[src/rtl/bmem_arb_pkg.sv]
// bmem_arb_pkg: shared types and default geometry for the bmem arbiter.
package bmem_arb_pkg;

    localparam int DEF_BEAT_W    = 64;
    localparam int DEF_BURST_LEN = 4;
    localparam int DEF_LINE_W    = DEF_BEAT_W * DEF_BURST_LEN;
    localparam int DEF_ADDR_W    = 32;

    typedef enum logic [2:0] {
        IDLE,
        RD_ISSUE,
        RD_WAIT,
        WR_BURST,
        DONE
    } bmem_arb_state_t;

    typedef enum logic {
        PORT_I,
        PORT_D
    } bmem_port_t;

endpackage

[src/rtl/bmem_line_deser.sv]
// bmem_line_deser: assembles read beats into a cacheline in arrival order.
module bmem_line_deser
    import bmem_arb_pkg::*;
#(
    parameter int BEAT_W    = DEF_BEAT_W,
    parameter int BURST_LEN = DEF_BURST_LEN,
    parameter int LINE_W    = BEAT_W * BURST_LEN
) (
    input  logic              clk,
    input  logic              rst,
    input  logic              clear,
    input  logic              accept,
    input  logic [BEAT_W-1:0] beat,
    output logic [LINE_W-1:0] line_next,
    output logic              last
);

    localparam int CNT_W = $clog2(BURST_LEN);

    logic [CNT_W-1:0]  cnt;
    logic [LINE_W-1:0] line;

    // line_next already contains the incoming beat so the final beat can be captured in one step
    always_comb begin
        line_next = line;
        line_next[cnt*BEAT_W +: BEAT_W] = beat;
    end

    assign last = cnt == CNT_W'(BURST_LEN - 1);

    always_ff @(posedge clk or negedge rst) begin
        if (!rst) begin
            cnt  <= '0;
            line <= '0;
        end else if (clear) begin
            cnt <= '0;
        end else if (accept) begin
            cnt  <= cnt + 1'b1;
            line <= line_next;
        end
    end

endmodule

[src/rtl/bmem_arbiter.sv]
// bmem_arbiter: shares the bmem port between I-cache and D-cache, one line at a time.
// BMEM_ARB_ROUND_ROBIN_EN selects round-robin tie-breaking; otherwise the D-cache wins ties.
module bmem_arbiter
    import bmem_arb_pkg::*;
#(
    parameter int BEAT_W    = DEF_BEAT_W,
    parameter int BURST_LEN = DEF_BURST_LEN,
    parameter int ADDR_W    = DEF_ADDR_W,
    parameter int LINE_W    = BEAT_W * BURST_LEN
) (
    input  logic              clk,
    input  logic              rst,
    input  logic [ADDR_W-1:0] i_addr,
    input  logic              i_read,
    output logic [LINE_W-1:0] i_rdata,
    output logic              i_resp,
    input  logic [ADDR_W-1:0] d_addr,
    input  logic              d_read,
    input  logic              d_write,
    input  logic [LINE_W-1:0] d_wdata,
    output logic [LINE_W-1:0] d_rdata,
    output logic              d_resp,
    output logic [ADDR_W-1:0] bmem_addr,
    output logic              bmem_read,
    output logic              bmem_write,
    output logic [BEAT_W-1:0] bmem_wdata,
    input  logic              bmem_ready,
    input  logic [ADDR_W-1:0] bmem_raddr,
    input  logic [BEAT_W-1:0] bmem_rdata,
    input  logic              bmem_rvalid
);

    localparam int CNT_W = $clog2(BURST_LEN);

    bmem_arb_state_t   state, state_next;
    bmem_port_t        grant, sel;
    logic [ADDR_W-1:0] addr_q;
    logic [LINE_W-1:0] wline;
    logic [LINE_W-1:0] line_next;
    logic [CNT_W-1:0]  wcnt;
    logic              d_req, any_req, sel_wr, accept, rd_last, wr_last;

    assign d_req   = d_read | d_write;
    assign any_req = i_read | d_req;
    assign sel_wr  = sel == PORT_D && d_write;
    assign accept  = state == RD_WAIT && bmem_rvalid && bmem_raddr == addr_q;
    assign wr_last = wcnt == CNT_W'(BURST_LEN - 1);

`ifdef BMEM_ARB_ROUND_ROBIN_EN
    bmem_port_t last_grant;

    always_ff @(posedge clk or negedge rst) begin
        if (!rst)
            last_grant <= PORT_I;
        else if (state == IDLE && any_req)
            last_grant <= sel;
    end

    assign sel = (i_read && d_req) ? (last_grant == PORT_I ? PORT_D : PORT_I)
                                   : (d_req ? PORT_D : PORT_I);
`else
    assign sel = d_req ? PORT_D : PORT_I;
`endif

    bmem_line_deser #(
        .BEAT_W   (BEAT_W),
        .BURST_LEN(BURST_LEN),
        .LINE_W   (LINE_W)
    ) u_deser (
        .clk      (clk),
        .rst      (rst),
        .clear    (state != RD_WAIT),
        .accept   (accept),
        .beat     (bmem_rdata),
        .line_next(line_next),
        .last     (rd_last)
    );

    always_ff @(posedge clk or negedge rst) begin
        if (!rst)
            state <= IDLE;
        else
            state <= state_next;
    end

    always_comb begin
        state_next = state;
        case (state)
            IDLE:     state_next = any_req ? (sel_wr ? WR_BURST : RD_ISSUE) : IDLE;
            RD_ISSUE: state_next = bmem_ready ? RD_WAIT : RD_ISSUE;
            RD_WAIT:  state_next = (accept && rd_last) ? DONE : RD_WAIT;
            WR_BURST: state_next = (bmem_ready && wr_last) ? DONE : WR_BURST;
            default:  state_next = IDLE;
        endcase
    end

    always_comb begin
        bmem_read  = state == RD_ISSUE;
        bmem_write = state == WR_BURST;
        bmem_addr  = (state == RD_ISSUE || state == RD_WAIT || state == WR_BURST) ? addr_q : '0;
        bmem_wdata = state == WR_BURST ? wline[wcnt*BEAT_W +: BEAT_W] : '0;
        i_resp     = state == DONE && grant == PORT_I;
        d_resp     = state == DONE && grant == PORT_D;
    end

    // rdata registers load on the final beat so the line is already valid during DONE
    always_ff @(posedge clk or negedge rst) begin
        if (!rst) begin
            grant   <= PORT_I;
            addr_q  <= '0;
            wline   <= '0;
            wcnt    <= '0;
            i_rdata <= '0;
            d_rdata <= '0;
        end else begin
            if (state == IDLE && any_req) begin
                grant  <= sel;
                addr_q <= sel == PORT_D ? d_addr : i_addr;
            end
            if (state == IDLE && sel_wr)
                wline <= d_wdata;
            wcnt <= state != WR_BURST ? '0 : wcnt + CNT_W'(bmem_ready);
            if (accept && rd_last && grant == PORT_I)
                i_rdata <= line_next;
            if (accept && rd_last && grant == PORT_D)
                d_rdata <= line_next;
        end
    end

endmodule

[config.mk]
export PLATFORM = sky130hd
export DESIGN_NAME = bmem_arbiter
export DESIGN_NICKNAME = d
export VERILOG_FILES = /design/src/rtl/bmem_arb_pkg.sv /design/src/rtl/bmem_line_deser.sv /design/src/rtl/bmem_arbiter.sv
export SDC_FILE = /design/constraint.sdc
export NUM_CORES = 1
export LEC_CHECK = 0
export CORE_AREA = 2 2 402 404
export CTS_CLUSTER_SIZE = 16
export DETAILED_ROUTE_END_ITERATION = 8
export DIE_AREA = 0 0 404 406
export SYNTH_ARGS = -nofsm -noshare
export SYNTH_HDL_FRONTEND = slang
export SYNTH_SLANG_ARGS = --single-unit
[constraint.sdc]
create_clock -name clk -period 3.45 [get_ports clk]
set_input_delay 0.69 -clock clk [delete_from_list [all_inputs] [get_ports clk]]
set_output_delay 0.69 -clock clk [all_outputs]
set_load 0.02 [all_outputs]
# Word-level counts from Yosys, hierarchy flattened
# Cells that the tools add are included.
# word_totals
out_inout_bits,612
register_bits,1064
# op_classes
addsub,3
muxes,14
reduce_logical,16
n_bitwise,4
shifts,3
eq_ne,9
# op_table
operator,count
$bwmux 256,1
$shift 64x34->256 const A,1
$shiftx 256x9->64,1
$shiftx 64x34->256,1
$mux 32,2
$mux 64,1
$neg 8->34,1
$eq 32x32->1,1
$mux 2,6
$pmux 3 s4,1
$logic_and 1x1->1,11
$eq 3x2->1 const B,2
$mux 3,2
$ne 3x2->1 const B,2
$eq 2x2->1 const B,2
$eq 3x1->1 const B,1
$eq 3x3->1 const B,1
$logic_not 3->1,1
$add 2x1->2,1
$add 2x1->2 const B,1
$logic_or 1x1->1,2
$not 1->1,2
$or 1x1->1,2
$reduce_and 2->1,1
2 further kinds,2

# Depth between registers and ports, before layout
# depth
depth_word,6
ltp_mapped,9

# By module
# From an unflattened synthesis, not the netlist that was laid out.
# hier_totals
hier_cells,3074
hier_area_um2,46562.2
# by_module_without_submodules
module,seq_area_each_um2,area_per_inst_um2,cells_per_inst,instances
bmem_arbiter,20169.3,33811.2,2052,1
bmem_line_deser,6456.2,12751.0,1022,1

# Worst setup path before layout
# Ideal clock, no wire load.
# synth_path
path_type,register to output
startpoint,register wcnt[0]
endpoint,output port bmem_wdata[36]
stages_incl_launch_ff,6
path_buffers,3
path_slack_ns,0.699
t_arrival_ns,2.061
cell_sequence,dfrtp_1 > clkbuf_1 > buf_2 > buf_1 > mux4_2 > and2_1
# synth_via
elab_chain_cells,2
# synth_lines
element,line_no,rtl
from (decl),bmem_arbiter.sv:40,logic [CNT_W-1:0] wcnt;
from (signal assigned),bmem_arbiter.sv:122,wcnt <= state != WR_BURST ? '0 : wcnt + CNT_W'(bmem_ready);
$shiftx 256x9->64,bmem_arbiter.sv:101,bmem_wdata = state == WR_BURST ? wline[wcnt*BEAT_W +: BEAT_W] : '0;
$mux 64,bmem_arbiter.sv:101,
to (decl),bmem_arbiter.sv:26,"output logic [BEAT_W-1:0] bmem_wdata,"
# No other way between the ends.

# Final worst setup path
# layout_path
startpoint,input port bmem_raddr[19]
endpoint,register u_deser.line[195]
# layout_via
elab_chain_cells,3
# layout_lines
element,line_no,rtl
from (decl),bmem_arbiter.sv:28,"input logic [ADDR_W-1:0] bmem_raddr,"
$eq 32x32->1,bmem_arbiter.sv:46,assign accept = state == RD_WAIT && bmem_rvalid && bmem_raddr == addr_q;
$logic_and 1x1->1,bmem_arbiter.sv:46,
$reduce_and 2->1 (no line),--,
to (signal assigned),bmem_line_deser.sv:39,line <= line_next;
to (decl),bmem_line_deser.sv:21,logic [LINE_W-1:0] line;
# No other way between the ends.
# A chain may end at the register's enable or synchronous reset.

==> results.md <==
* Status: complete, but fails checks
* Failing checks: setup timing
* Syn_nets at 4,311
* CTS H-tree lvls at 3
* Internal at 26,700 uW
* DRT antenna net count at 0
* WL/cell at 26.0 um
* FF+latch count, synth at roughly 1,100
* Met2 Use GR at 0.366
* DRC viols at 0
* HP Class: reg -> reg
* Post-synth EDFFs at 0
* Unrepaired setup endpoints after global routing: yes
* Worst Path Max Fanout at 130
* Initial antenna violation count at 38
* Core area at between 150,000 and 200,000 um2
* Die ar. at 164,000 um2
* Routed vias at 35,900
* Sequential share of power at 0.410
* Cell count of the worst hold path at 1
* Synth area leaders: dfrtp_1, mux2_2, o41ai_1
* Port Buf Inserts at 1,034
* Overflow left after global routing at 0
* Seq/Total Area, Yosys at 0.560
* Yosys top cell by area: dfrtp_1
* Cell Area, Synth at 47,600 um2
* Starting Density at 0.298
* List of most frequent post-synthesis cells: dfrtp_1, mux2_2, inv_1, o21ai_0, nand2_1
* Slew @ Worst Pin at 1.05 ns
* Yosys Warn Count at 0
* Final period utilization at 1.00
* Worst VDD drop at 0.557 mV
* Slew margin rel. at 0.289
* Worst Path Required at around 4.1 ns
* Switching Fraction at 0.290
* Detailed Routing Iterations Pass 1 at 6
* Final WS setup at -0.0112 ns
* M3 GR Usage at 0.0643
* Final-layout fill cell count at roughly 15,000
* Crit path capture type: flop
* Root buffer cell: clkbuf_16
* Place WS at -0.989 ns
* Setup tns final at -0.0112 ns
* Max_cap viols at 0
* Total Wirelength at 185,000 um
* Post-Synthesis Cells at 3,882
* Placed inst area at 61,300 um2
* CTS tree: yes
* Die width at 404 um
* Nets at 5,351
* Reg2Reg Depth at 8
* Pwr dens at 573 nW/um2
* Total GRT Usage at 0.220
* Slew Limit Fails at 0
* M1 GR Usage at 0.276
* DIE HEIGHT at 406 um
* Vias in the first global route at roughly 37,000
* Library cells used by synthesis at 42
* Synth-to-Final Area Change at 37.8%
* Row count at 147
* Worst endpoint data arrival time at 4.06 ns
* Fmax at 289 MHz
* Final Cell Area at 65,600 um2
* Setup Skew at 0.0795 ns
* Tmin final at 3.46 ns
* Starting DRT DRC Count at 2,947
* Clock transition at the registers of the reported paths at 0.06 ns
* Ys async rst share at 1.00
* Max clock buf depth at 3
* Share of layout cells above drive strength 1 at 0.213
* Primary FF master, synth: dfrtp_1
* Yosys top cell area share at 0.560
* Startpoint class of the critical path: primary input
* Leakage at 0.0288 uW
* Finished Core Util at 0.411
* Clk pwr share at 0.345
* Clock Latency Late Sink at about 0.76 ns
* Count leader, synth: dfrtp_1
* Crit Path Class: in -> reg
* Largest net degree at the start of global routing at 131
* Final-report setup violation count at 1
* Gate power share at 0.246
* HPWL Detailed at 135,000 um
* Reg2reg setup slack at 0.14 ns
* Placer Congestion at 0.880
* IO Count at ~1,000
* Num CTS Buffers at between 100 and 150
* Final Hold Viols at 0
* Via density at a little over 5
* GR peak layer: met2
* Syn avg cell area at 12.3 um2
* Switch Pwr at 10,900 uW
* Clock sinks at about 1,100
* First-pass GRT wire length at 266,000 um
## critical path, stage by stage
cell and delay, ns:
clkdlybuf4s50_1 0.47, buf_4 0.14, nand2b_2 0.26, o2111ai_2 0.34, or4_4 0.72, buf_4 0.25, buf_12 0.19, o41ai_1 0.56
o21ai_1 0.11
## stage by stage
step	power [uW]	std cells	hold WS, ns
after floorplan	20300	3882	0.394
after global placement	24700	6879	0.467
after detailed placement	24800	6879	0.474
after CTS	37700	7092	0.459
after global routing	39100	7118	0.484
final	37500	7122	0.484
## logic make-up (layout without fill, tap and decap cells)
| logic type | count (synthesis) | in the layout | share of synthesized area |
|---|---|---|---|
| AO/OA/AOI/OAI | 814 | 814 | 0.107 |
| XOR/XNOR | 20 | 20 | 0.00368 |
| adder cells (fa/ha/maj) | 6 | 6 | 0.00158 |
| buffers and inverters | 650 | 1784 | 0.0632 |
| flip-flops | 1064 | 1064 | 0.560 |
| multiplexers | 866 | 866 | 0.219 |
| other | 0 | 20 | 0 |
| AND/OR/NAND/NOR | 462 | 462 | 0.0456 |
## cells in the final DEF (no fill, tap or decap), types with 17 or more instances in the layout
cell type,n
a21oi_1,34
and2_1,94
buf_12,74
buf_4,132
clkbuf_1,23
clkbuf_16,118
clkbuf_8,35
clkdlybuf4s50_1,966
clkinv_2,17
dfrtp_1,1062
diode_2,20
dlygate4sd2_1,39
dlymetal6s2s_1,24
inv_1,328
mux2_1,195
mux2_2,573
mux2i_1,34
mux4_2,64
nand2_1,266
nor2_1,38
o21ai_0,273
o21ai_1,240
o41ai_1,256
xor2_1,18
## flip-flops by register name, summed over array words and instances (netlist names)
| signal | count |
|---|---|
| wcnt | 2 |
| u_deser.cnt | 2 |
| i_rdata | 256 |
| addr_q | 32 |
| state | 3 |
| u_deser.line | 256 |
| wline | 256 |
| grant | 1 |
| d_rdata | 256 |
## per-layer routing
| layer | share of wire | routed length [um] |
|---|---|---|
| met1 | 0.40 | 75000 |
| met2 | 0.49 | 90200 |
| met3 | 0.081 | 15100 |
| met4 | 0.026 | 4840 |
| met5 | 0.0011 | 203 |
## layout make-up
cell class	count	area [um2]	share of cell area
Multi-Input combinational cell	2168	18100	0.276
Inverter	330	1240	0.0189
Timing Repair Buffer	1242	12900	0.197
Sequential cell	1064	26600	0.406
Antenna cell	20	50.0	0.000763
Clock buffer	174	3470	0.0529
Tap cell	2086	2610	0.0398
Clock inverter	38	541	0.00825
## power by group through the flow
stage / Clock (uW) / Combinational, uW / Sequential [uW]
2_1_floorplan: 0 / 5280 / 15000
3_3_place_gp: 0 / 9180 / 15500
3_5_place_dp: 0 / 9280 / 15600
4_1_cts: 13200 / 9160 / 15400
5_1_grt: 13800 / 9790 / 15600
6_report: 12900 / 9220 / 15400
## worst paths after layout
| path | start | endpoint |
|---|---|---|
| worst min-delay path | i_rdata[89] | i_rdata[89] |
| max in group asynchronous | rst | wline[252] |
| min in group asynchronous | rst | i_rdata[163] |
| worst max-delay path | bmem_raddr[19] | u_deser.line[195] |
| worst min register to register | i_rdata[89] | i_rdata[89] |
| worst max register to register | addr_q[22] | u_deser.line[195] |
## repair_timing
| action | 4_1_cts | 5_1_grt |
|---|---|---|
| setup endpoints to repair | 635 | 25 |
| hold buffers | 1 | 0 |
| setup buffers | 0 | 8 |
| gates resized for setup | 47 | 24 |
| gates cloned | 0 | 2 |
| endpoints found under the hold margin | 7 | 0 |
Note: power is estimated with default switching activity, not from simulation.
